--- config.mk ---
export PLATFORM = sky130hd
export DESIGN_NAME = bus_responder
export DESIGN_NICKNAME = d
export VERILOG_FILES = /design/src/rtl/bus_responder_pkg.sv /design/src/rtl/bus_responder_regs.sv /design/src/rtl/bus_responder.sv
export SDC_FILE = /design/constraint.sdc
export NUM_CORES = 1
export LEC_CHECK = 0
export CORE_ASPECT_RATIO = 1.4
export CORE_MARGIN = 4
export CORE_UTILIZATION = 50
export DETAILED_ROUTE_END_ITERATION = 12
export PLACE_DENSITY = 0.78
export SETUP_SLACK_MARGIN = 0.15
export SLEW_MARGIN = 20
export SYNTH_ARGS = -nofsm -noshare
export SYNTH_HDL_FRONTEND = slang
export SYNTH_SLANG_ARGS = --single-unit
--- constraint.sdc ---
create_clock -name i_cpu_clk -period 2.2 [get_ports i_cpu_clk]
set_input_delay 0.44 -clock i_cpu_clk [delete_from_list [all_inputs] [get_ports i_cpu_clk]]
set_output_delay 0.44 -clock i_cpu_clk [all_outputs]
set_load 0.01 [all_outputs]
--- src/rtl/bus_responder_pkg.sv ---
// Shared register map, status bits, FSM states and request record for the
// CPU external-bus target.
`ifndef BUS_RESPONDER_DW
`define BUS_RESPONDER_DW 32
`endif

package bus_responder_pkg;

  localparam logic [4:0] OFF_ID       = 5'h00;
  localparam logic [4:0] OFF_SCRATCH0 = 5'h04;
  localparam logic [4:0] OFF_SCRATCH1 = 5'h08;
  localparam logic [4:0] OFF_COUNTER  = 5'h0C;
  localparam logic [4:0] OFF_STATUS   = 5'h10;

  // Word indices as seen on addr[4:2]
  localparam logic [2:0] IDX_ID       = OFF_ID[4:2];
  localparam logic [2:0] IDX_SCRATCH0 = OFF_SCRATCH0[4:2];
  localparam logic [2:0] IDX_SCRATCH1 = OFF_SCRATCH1[4:2];
  localparam logic [2:0] IDX_COUNTER  = OFF_COUNTER[4:2];
  localparam logic [2:0] IDX_STATUS   = OFF_STATUS[4:2];

  localparam int ST_WR_RO   = 0;
  localparam int ST_WR_RSVD = 1;
  localparam int ST_BITS    = 2;

  typedef enum logic [1:0] {
    S_IDLE    = 2'd0,
    S_WAIT    = 2'd1,
    S_ACK     = 2'd2,
    S_RELEASE = 2'd3
  } state_e;

  typedef struct packed {
    logic                         we;
    logic [2:0]                   idx;
    logic [`BUS_RESPONDER_DW-1:0] data;
  } bus_req_t;

endpackage

--- src/rtl/bus_responder_regs.sv ---
// Register bank behind the bus target: ID, two scratch words, free-running
// loadable counter, sticky W1C status and the read mux.
module bus_responder_regs
  import bus_responder_pkg::*;
#(
  parameter logic [`BUS_RESPONDER_DW-1:0] ID_VALUE = 32'h6583_2001
) (
  input  logic                         i_cpu_clk,
  input  logic                         i_rst_n,
  input  logic                         wr_en,
  input  logic [2:0]                   idx,
  input  logic [`BUS_RESPONDER_DW-1:0] wdata,
  output logic [`BUS_RESPONDER_DW-1:0] rdata,
  output logic                         irq
);

  logic [`BUS_RESPONDER_DW-1:0] scratch0, scratch1, counter;
  logic [ST_BITS-1:0]           status, st_set, st_clr;

  always_comb begin
    st_set = '0;
    st_clr = '0;
    if (wr_en) begin
      case (idx)
        IDX_ID:                                 st_set[ST_WR_RO] = 1'b1;
        IDX_SCRATCH0, IDX_SCRATCH1, IDX_COUNTER: st_clr = '0;
        IDX_STATUS:                             st_clr = wdata[ST_BITS-1:0];
        default:                                st_set[ST_WR_RSVD] = 1'b1;
      endcase
    end
  end

  always_ff @(posedge i_cpu_clk or negedge i_rst_n) begin
    if (!i_rst_n) begin
      scratch0 <= '0;
      scratch1 <= '0;
      counter  <= '0;
      status   <= '0;
      irq      <= 1'b0;
    end else begin
      if (wr_en && idx == IDX_SCRATCH0) scratch0 <= wdata;
      if (wr_en && idx == IDX_SCRATCH1) scratch1 <= wdata;
      counter <= (wr_en && idx == IDX_COUNTER) ? wdata : counter + 1'b1;
      // Set is applied after clear so a coincident event wins
      status  <= (status & ~st_clr) | st_set;
      irq     <= |status;
    end
  end

  always_comb begin
    rdata = '0;
    case (idx)
      IDX_ID:       rdata = ID_VALUE;
      IDX_SCRATCH0: rdata = scratch0;
      IDX_SCRATCH1: rdata = scratch1;
      IDX_COUNTER:  rdata = counter;
      IDX_STATUS:   rdata = {{(`BUS_RESPONDER_DW-ST_BITS){1'b0}}, status};
      default:      rdata = '0;
    endcase
  end

endmodule

--- src/rtl/bus_responder.sv ---
// CPU external-bus target: window decode plus IDLE/WAIT/ACK/RELEASE handshake
// around the register bank.
module bus_responder
  import bus_responder_pkg::*;
#(
  parameter logic [`BUS_RESPONDER_DW-1:0] BASE_ADDR   = 32'h0000_F000,
  parameter int                           WAIT_STATES = 2,
  parameter logic [`BUS_RESPONDER_DW-1:0] ID_VALUE    = 32'h6583_2001
) (
  input  logic                         i_cpu_clk,
  input  logic                         i_rst_n,
  input  logic                         i_bus_clk,
  input  logic                         i_bus_we,
  input  logic [`BUS_RESPONDER_DW-1:0] i_bus_addr,
  input  logic [`BUS_RESPONDER_DW-1:0] i_bus_data,
  output logic [`BUS_RESPONDER_DW-1:0] o_bus_data,
  output logic                         o_bus_data_ready,
  output logic                         o_irq
);

  localparam logic [3:0] WS_LOAD = (WAIT_STATES > 0) ? 4'(WAIT_STATES - 1) : 4'd0;

  state_e                       state;
  bus_req_t                     req;
  logic [3:0]                   wcnt;
  logic                         hit;
  logic [`BUS_RESPONDER_DW-1:0] rdata;
  logic                         unused_byte_lanes;

  assign hit = (i_bus_addr[31:5] == BASE_ADDR[31:5]);
  // Word-granular target: byte lanes do not select anything
  assign unused_byte_lanes = ^i_bus_addr[1:0];

  always_ff @(posedge i_cpu_clk or negedge i_rst_n) begin
    if (!i_rst_n) begin
      state            <= S_IDLE;
      req              <= '0;
      wcnt             <= '0;
      o_bus_data       <= '0;
      o_bus_data_ready <= 1'b0;
    end else begin
      o_bus_data_ready <= 1'b0;
      o_bus_data       <= '0;
      case (state)
        S_IDLE: if (i_bus_clk && hit) begin
          req   <= '{we: i_bus_we, idx: i_bus_addr[4:2], data: i_bus_data};
          wcnt  <= WS_LOAD;
          state <= (WAIT_STATES == 0) ? S_ACK : S_WAIT;
        end
        S_WAIT: begin
          if (wcnt == 4'd0) state <= S_ACK;
          else              wcnt  <= wcnt - 4'd1;
        end
        S_ACK: begin
          o_bus_data_ready <= 1'b1;
          o_bus_data       <= req.we ? '0 : rdata;
          state            <= S_RELEASE;
        end
        S_RELEASE: if (!i_bus_clk) state <= S_IDLE;
        default: state <= S_IDLE;
      endcase
    end
  end

  bus_responder_regs #(.ID_VALUE(ID_VALUE)) u_regs (
    .i_cpu_clk (i_cpu_clk),
    .i_rst_n   (i_rst_n),
    .wr_en     ((state == S_ACK) && req.we),
    .idx       (req.idx),
    .wdata     (req.data),
    .rdata     (rdata),
    .irq       (o_irq)
  );

endmodule

# [Word level (Yosys, flattened, before mapping)]
# Cells that the tools add are included.
[classes] n_addsub=2 multipliers=0 div=0 order_cmp=0 n_eq_ne=12 shift=0 n_mux=17 n_bitwise=3 n_reduce_logical=14
[ops] cell="32-bit case mux with 5 select lines" count=1
[ops] cell="32-bit two-way mux" count=3
[ops] cell="32-bit by 1-bit adder with 32-bit output, second input constant" count=1
[ops] cell="27-bit by 11-bit == test with 1-bit output, second input constant" count=1
[ops] cell="2-bit two-way mux" count=6
[ops] cell="4-bit two-way mux" count=2
[ops] cell="2-bit inequality test, second input constant" count=4
[ops] cell="2-bit case mux with 4 select lines" count=1
[ops] cell="4-bit case mux with 2 select lines" count=1
[ops] cell="3-bit by 2-bit == test with 1-bit output, second input constant" count=2
[ops] cell="3-bit AND reduction" count=2
[ops] cell="1-bit logical AND" count=5
[ops] cell="5-bit OR reduction" count=1
[ops] cell="2-bit == test, second input constant" count=2
[ops] cell="4-bit logical NOT" count=1
[ops] cell="4-bit by 1-bit subtractor with 4-bit output, second input constant" count=1
[ops] cell="3-bit by 1-bit == test with 1-bit output, second input constant" count=1
[ops] cell="3-bit == test, second input constant" count=1
[ops] cell="3-bit logical NOT" count=1
[ops] cell="1-bit two-way mux" count=3
[ops] cell="2-bit AND" count=1
[ops] cell="2-bit by 1-bit == test with 1-bit output, second input constant" count=1
[ops] cell="2-bit logical NOT" count=1
[ops] cell="2-bit NOT" count=1
[ops] cell="other kinds (4)" count=4
[word_totals] ff_bits=174 latch_bits=0 ram_bits=0 rom_bits=0 in_bits=68 output_inout_bits=34 word_cells=60 n_memories=0

# [Depth between registers and ports, before layout]
# Gate-level depths: netlist of run 1.
[depth] word_depth=6 depth_mapped=8 depth_no_buf=7

# [Cells and area by module]
# From an unflattened synthesis of run 1, not the netlist that was laid out.
[unflattened] cells_unflattened=676 area_unflattened_um2=8162.8
[modules_own_cells] mod="bus_responder_regs" instances=1 cells_each=473 area_per_inst_um2=5071.1 seq_area_each_um2=2477.4
[modules_own_cells] mod="bus_responder" instances=1 cells_each=203 area_per_inst_um2=3091.7 seq_area_each_um2=1876.8

# [Worst setup path after synthesis of run 1]
# No wires, ideal clock.
[synth_timing] path_type="input-to-reg" from="input port i_bus_addr[7]" to="register req[10] (netlist name)" setup_ns=0.127 arrival_time_ns=2.050 required_time_ns=2.073 slack_ns=0.022 path_stages=5 path_buffers=1 path_cell_list="nor4_1 > nand4_1 > nor4_4 > buf_6 > mux2_1"
[synth_between] elab_chain_cells=3
[synth_rtl] element="start: declaration" line="bus_responder.sv:14" rtl="input logic [`BUS_RESPONDER_DW-1:0] i_bus_addr,"
[synth_rtl] element="27-bit by 11-bit == test with 1-bit output" line="bus_responder.sv:30" rtl="assign hit = (i_bus_addr[31:5] == BASE_ADDR[31:5]);"
[synth_rtl] element="1-bit logical AND" line="bus_responder.sv:45" rtl="S_IDLE: if (i_bus_clk && hit) begin"
[synth_rtl] element="2-bit AND reduction (no line)"
[synth_rtl] element="end signal: assignment" line="bus_responder.sv:46" rtl="req <= '{we: i_bus_we, idx: i_bus_addr[4:2], data: i_bus_data};"
[synth_rtl] element="end: declaration" line="bus_responder.sv:24" rtl="bus_req_t req;"
# Every way passes these cells.
# A chain may end at the register's enable or synchronous reset.

# [Worst setup path after layout of run 1]
[layout_timing] from="register state[0]" to="register req[21] (netlist name)"
[layout_between] elab_chain_cells=2
[layout_rtl] element="start: declaration" line="bus_responder.sv:23" rtl="state_e state;"
[layout_rtl] element="start signal: assignment" line="bus_responder.sv:48" rtl="state <= (WAIT_STATES == 0) ? S_ACK : S_WAIT;"
[layout_rtl] element="2-bit logical NOT" line="bus_responder.sv:44" rtl="case (state)"
[layout_rtl] element="2-bit AND reduction (no line)"
# Every way passes these cells.

==> impl_metrics.yaml, run 1 <==
run_status:
  status: "completed"
cells_and_area:
  drive_gt1_frac: 0.272
  area_growth_syn_to_layout_pct: 31.3
  n_antenna_cell: 0
  final_nets: 841
  num-fill-cells: 1073
  final_area_um2: 10200
  seqCellArea_um2: 4360
  multiInputGateArea_um2: 3410
  finalNonFillerCells: 969
  fin_util: 0.674
grt:
  gr-usage-all-layers: 0.218
  antenna_found_initial: 0
  grt.overflow.total: 0
  grt_pass1_wl_um: 30000
  grt_start_max_net_pins: 50
  grt_pass1_vias: 5767
timing:
  tightest_slew_ns: 0.668
  max_freq_mhz: 506
  min_period_ns: 1.98
  min_period_over_period: 0.898
  setup_violations: 0
  fin_tns_setup_ns: 0
  rsz0062_at_grt: "no"
  slew_headroom: 0.553
  fin_skew_ns: 0.00825
  final_max_slew_viol_count: 0
  hold_slack_ns: 0.493
  hold_viol_final: 0
route:
  antenna_left: 0
  first_pass_iters: 5
  via_count: 5538
  wl_um: 19400
  via_per_inst: 5.72
  drc: 0
  drt-initial-drc-count: 334
  wl_per_cell_um: 20.0
cts:
  h-tree-depth: 4
  cts_tree: "yes"
  cts_buffers: 17
  cts.reportedPaths.clkPinSlew_ns: 0.06
  cts_root_buf: "clkbuf_16"
  clk_latency_ns: 0.43
  clockBufferDepth: 2
  clock_sinks: 174
synth:
  syn_area_um2: 7760
  synth_edf_count: 0
  yosys_most_used_dff: "dfrtp_1"
  ys_warn_count: 0
  yosys.area.top_type: "dfrtp_1"
  synth_cell_types: 43
  synth_top_area_share: 0.561
  synthTopCellsByCount: "dfrtp_1, mux2_2, nor2_1"
  ys_seq_area_frac: 0.561
  synth.area.top_cells: "dfrtp_1, mux2_2, mux2_1"
  async_flop_share: 1.00
  synth_nets: 707
  ys_seq_elements: 174
  syn_inst: 631
  synth_most_common_cell: "dfrtp_1"
  avgSynthCellArea_um2: 12.3
floorplanning:
  rows: 53
  io_pins: 102
  core_um2: 15100
  initial_core_util: 0.513
  die_x_um: 113
  fp.dieH_um: 155
  dieArea_um2: 17600
flow_run:
  maxCapViolCount: 0
pwr:
  peakVddDrop_uv: 534
  cellLeakagePower_nw: 4.86
  powerDensity_nw_per_um2: 738
setup_path:
  r2r_end: "req[21]$_DFFE_PN0P_"
  end_kind: "register"
  required_ns: 2.51
  path_class: "register to register"
  cp_max_fo: 4
  crit_path_start: "state[0]$_DFFE_PN0P_"
  crit_end: "req[21]$_DFFE_PN0P_"
  rrSetupSlack_ns: 0.22
  slowest_delay_ns: 0.41
  worstPathCellList: "inv_2 -> ha_4 -> inv_1 -> nor4_4 -> buf_6 -> buf_12 -> clkbuf_16 -> mux2_4"
  start_kind: "register"
  crit_slowest_cell: "dfrtp_1"
  worstReg2RegStart: "state[0]$_DFFE_PN0P_"
  reg2reg_depth: 8
  arrival_ns: 2.28
placement:
  port_buffers: 99
  hpwlAfterDp_um: 12000
  dpl_cell_area_um2: 9220
  dp.cells: 921
  place.gp.congestion: 0.782
min_path:
  hold_class: "register to register"
cell families after synthesis:
| logic type | count (synthesis) | synth area share |
|---|---|---|
| compound gates | 75 | 0.0623 |
| xor+xnor | 30 | 0.0339 |
| fa+ha+maj | 8 | 0.0129 |
| buf+inv | 41 | 0.0234 |
| flops | 174 | 0.561 |
| mux | 138 | 0.198 |
| simple gates | 165 | 0.108 |
power breakdown:
group | internal (mW) | total (mW) | switching, mW
clock network | 1.64 | 2.87 | 1.22
logic | 0.611 | 1.25 | 0.638
registers | 3.33 | 3.41 | 0.0739
cell type report:
type,count,area share
repair buffers,149,0.157
multi-input cells,416,0.334
clock buffers,22,0.0465
inverters,7,0.00258
flip-flops and latches,174,0.428
clock inverters,9,0.00847
well taps,192,0.0236
cell usage in the layout, fill, tap and decap left out, types with 17 or more instances in the layout:
cell / count
buf_4: 30
a22oi_1: 23
dfrtp_1: 172
mux2_2: 88
nand3_1: 17
clkdlybuf4s50_1: 77
a21oi_1: 35
xor2_1: 22
mux2_4: 22
nor2_1: 75
nand2_1: 17
clkbuf_16: 19
timing repair:
action | CTS | global route
pin swaps | 0 | 10
hold buffers | 1 | 0
hold endpoints to repair | 45 | 0
setup endpoints to repair | 55 | 105
gates cloned | 3 | 2
buffers inserted | 5 | 6
gates resized for setup | 13 | 49
sequential cells by signal, indices dropped and copies added (netlist names):
register          count
u_regs.scratch0      32
u_regs.scratch1      32
o_bus_data           32
u_regs.status         2
wcnt                  4
u_regs.counter       32
u_regs.irq            1
req                  36
o_bus_data_ready      1
state                 2
how the worst min path moves through the flow:
stage / startpoint / endpoint / slack (ns) / cells after the start
3_3_place_gp: i_rst_n / o_bus_data[24]$_DFF_PN0_ / 0.40 / 1
3_5_place_dp: i_rst_n / o_bus_data[24]$_DFF_PN0_ / 0.40 / 1
6_report: u_regs.scratch1[7]$_DFFE_PN0P_ / u_regs.scratch1[7]$_DFFE_PN0P_ / 0.49 / 1
5_1_grt: u_regs.scratch1[7]$_DFFE_PN0P_ / u_regs.scratch1[7]$_DFFE_PN0P_ / 0.51 / 1
2_1_floorplan: i_rst_n / o_bus_data[0]$_DFF_PN0_ / 0.14 / 0
4_1_cts: u_regs.scratch1[7]$_DFFE_PN0P_ / u_regs.scratch1[7]$_DFFE_PN0P_ / 0.50 / 1
metal layers:
metal | GRT usage | vias to the layer above | share of wire
met4 | 0.0802 | 0 | 0.029
met3 | 0.0405 | 39 | 0.046
met5 | 0 | - | 0
li1 | - | 2504 | -
met1 | 0.261 | 2815 | 0.38
met2 | 0.389 | 180 | 0.54
worst max-delay path, delay by kind of cell (launching register included):
| family | cells | cell delay [ns] |
|---|---|---|
| buf+inv | 5 | 0.66 |
| flops | 1 | 0.41 |
| simple gates | 1 | 0.34 |
| mux | 1 | 0.29 |
| fa+ha+maj | 1 | 0.16 |
stage by stage:
| stage | power, mW | setup WS [ns] |
|---|---|---|
| detailed placement | 4.60 | -0.365 |
| finish | 7.52 | 0.224 |
| CTS | 7.45 | 0.151 |
| global placement | 4.52 | -0.279 |
| floorplan | 3.97 | 0.0316 |
| global route | 7.78 | 0.130 |
No activity file was read; power rests on OpenSTA's default activity.
==> run 2: changes to the inputs <==
--- a/config.mk
+++ b/config.mk
@@ -5,6 +5,7 @@
 export SDC_FILE = /design/constraint.sdc
 export NUM_CORES = 1
 export LEC_CHECK = 0
+export ABC_AREA = 1
 export CORE_ASPECT_RATIO = 1.4
 export CORE_MARGIN = 4
 export CORE_UTILIZATION = 50
@@ -14,4 +15,5 @@
 export SLEW_MARGIN = 20
 export SYNTH_ARGS = -nofsm -noshare
 export SYNTH_HDL_FRONTEND = slang
+export SYNTH_HIERARCHICAL = 1
 export SYNTH_SLANG_ARGS = --single-unit
==> impl_metrics.yaml, run 2 <==
timing:
  min_period_ns: 1.84
  fin_tns_setup_ns: 0
  setup_violations: 0
  final_max_slew_viol_count: 0
  tightest_slew_ns: 0.456
  max_freq_mhz: 543
  min_period_over_period: 0.838
  rsz0062_at_grt: "no"
  slew_headroom: 0.695
  hold_viol_final: 0
  fin_skew_ns: 0.0124
route:
  met2_length_um: 9720
  wl_per_cell_um: 14.1
  drt-initial-drc-count: 557
  wl_met3_um: 1000
  wl_met1_um: 8020
  antenna_left: 0
  first_pass_iters: 5
  highest_layer: "met4"
  via_per_inst: 5.13
  drc: 0
  wl_um: 19300
  via_count: 7015
setup_path:
  r2r_end: "u_regs/scratch0[29]$_DFFE_PN0P_"
  rrSetupSlack_ns: 0.36
  end_kind: "register"
  start_kind: "register"
  required_ns: 2.49
  slowest_delay_ns: 0.42
  path_class: "register to register"
  reg2reg_depth: 8
  worstReg2RegStart: "state[0]$_DFFE_PN0P_"
  cp_top_family: "buffers and inverters"
  cp_max_fo: 28
  crit_path_start: "state[0]$_DFFE_PN0P_"
  worstPathCellList: "inv_1 -> ha_1 -> nand2_1 -> inv_1 -> nand2_2 -> buf_4 -> nand2_1 -> o21ai_0"
  crit_end: "u_regs/scratch0[29]$_DFFE_PN0P_"
  arrival_ns: 2.13
  crit_slowest_cell: "dfrtp_1"
  path_depth: 8
  cp_num_buf_inv: 3
synth:
  synthTopCellsByCount: "nand2_1, dfrtp_1, inv_1"
  ys_seq_area_frac: 0.522
  synth_nets: 1137
  yosys_most_used_dff: "dfrtp_1"
  syn_inst: 1063
  synth_edf_count: 0
  syn_area_um2: 8350
  avgSynthCellArea_um2: 7.85
  synth_cell_types: 31
  ys_seq_elements: 174
  synth.area.top_cells: "dfrtp_1, nand2_1, inv_1"
  ys_warn_count: 6
  yosys.area.top_type: "dfrtp_1"
  async_flop_share: 1.00
  synth_top_area_share: 0.522
  synth_most_common_cell: "nand2_1"
grt:
  grt_pass1_vias: 6982
  grt_start_max_net_pins: 62
  grt_pass1_wl_um: 32800
  antenna_found_initial: 0
  gr-usage-all-layers: 0.216
  grt.overflow.total: 0
pwr:
  peakVddDrop_uv: 472
  p_total_mw: 6.40
  cellLeakagePower_nw: 4.75
  powerDensity_nw_per_um2: 632
floorplanning:
  fp.dieH_um: 161
  core_um2: 16300
  dieArea_um2: 18900
  rows: 55
  io_pins: 102
  initial_core_util: 0.512
  die_x_um: 117
cts:
  clockBufferDepth: 2
  cts_tree: "yes"
  clk_latency_ns: 0.42
  cts_root_buf: "clkbuf_16"
  h-tree-depth: 4
  clock_sinks: 174
  cts_buffers: 17
  cts.reportedPaths.clkPinSlew_ns: 0.07
cells_and_area:
  drive_gt1_frac: 0.0667
  most-common-layout-cells: "nand2_1, dfrtp_1, inv_1"
  final_common_cell: "nand2_1"
  final_nets: 1231
  area_growth_syn_to_layout_pct: 21.3
  regMostFlops: "req"
  largest_reg_flops: 36
  n_antenna_cell: 0
run_status:
  status: "completed"
min_path:
  hold_class: "register to register"
placement:
  hpwlAfterDp_um: 13600
  port_buffers: 99
  place.gp.congestion: 0.963
flow_run:
  maxCapViolCount: 0
run 2: logic make-up after synthesis:
family | count (synthesis) | share of synthesized area
and+or+nand+nor | 581 | 0.293
buffers and inverters | 180 | 0.0892
DFF | 174 | 0.522
AOI/OAI and AO/OA | 109 | 0.0742
xor gates and xnor gates | 13 | 0.0136
adders and majority gates | 6 | 0.00899
run 2: through the flow:
stage | util | cells | hold slack (ns) | setup slack [ns] | instance area, µm²
after floorplan | - | 1063 | 0.144 | 0.713 | 8350
after global placement | 0.585 | 1336 | 0.389 | 0.232 | 9540
after detailed placement | 0.585 | 1336 | 0.390 | 0.193 | 9540
after CTS | 0.621 | 1368 | 0.476 | 0.296 | 10100
after global routing | 0.621 | 1368 | 0.487 | 0.194 | 10100
final | 0.621 | 1368 | 0.473 | 0.357 | 10100
run 2: how the worst min path moves through the flow:
stage                     depth (start not counted)  slack (ns)           startpoint                        endpoint
after floorplan                                   0        0.14              i_rst_n         o_bus_data[0]$_DFF_PN0_
after global placement                            1        0.39              i_rst_n              req[7]$_DFFE_PN0P_
after detailed placement                          1        0.39              i_rst_n  u_regs/scratch0[5]$_DFFE_PN0P_
after CTS                                         2        0.48   req[1]$_DFFE_PN0P_              req[1]$_DFFE_PN0P_
after global routing                              2        0.49  req[13]$_DFFE_PN0P_             req[13]$_DFFE_PN0P_
final                                             2        0.47   req[1]$_DFFE_PN0P_              req[1]$_DFFE_PN0P_
run 2: what timing repair did:
item / 4_1_cts / 5_1_grt
endpoints found under the hold margin: 40 / 0
resized for setup: 0 / 2
setup endpoints to repair: 0 / 9
hold buffers: 1 / 0
buffers inserted: 0 / 0
run 2: final cells by class:
type | instances | area (µm²)
inverters | 138 | 520
well taps | 199 | 249
multi-input cells | 709 | 3250
fillers | 1418 | 6190
clock buffers | 19 | 433
flip-flops and latches | 174 | 4350
repair buffers | 117 | 1180
clock inverters | 12 | 136
run 2: report_power, final:
part,total [mW],internal (mW),leakage (nW),switching (mW)
registers,3.21,3.20,2.42,0.00275
clock network,2.93,1.68,0.271,1.25
logic,0.265,0.133,2.06,0.131
run 2: layer usage:
metal | GRT usage | up-vias
li1 | - | 3491
met1 | 0.266 | 3249
met5 | 0 | -
met2 | 0.366 | 233
met3 | 0.0452 | 42
met4 | 0.0845 | 0
run 2: worst register-to-register path, stage by stage (launching register included):
cell and delay (ns):
dfrtp_1 0.42, inv_1 0.09, ha_1 0.20, nand2_1 0.06
inv_1 0.18, nand2_2 0.26, buf_4 0.31, nand2_1 0.09
o21ai_0 0.08
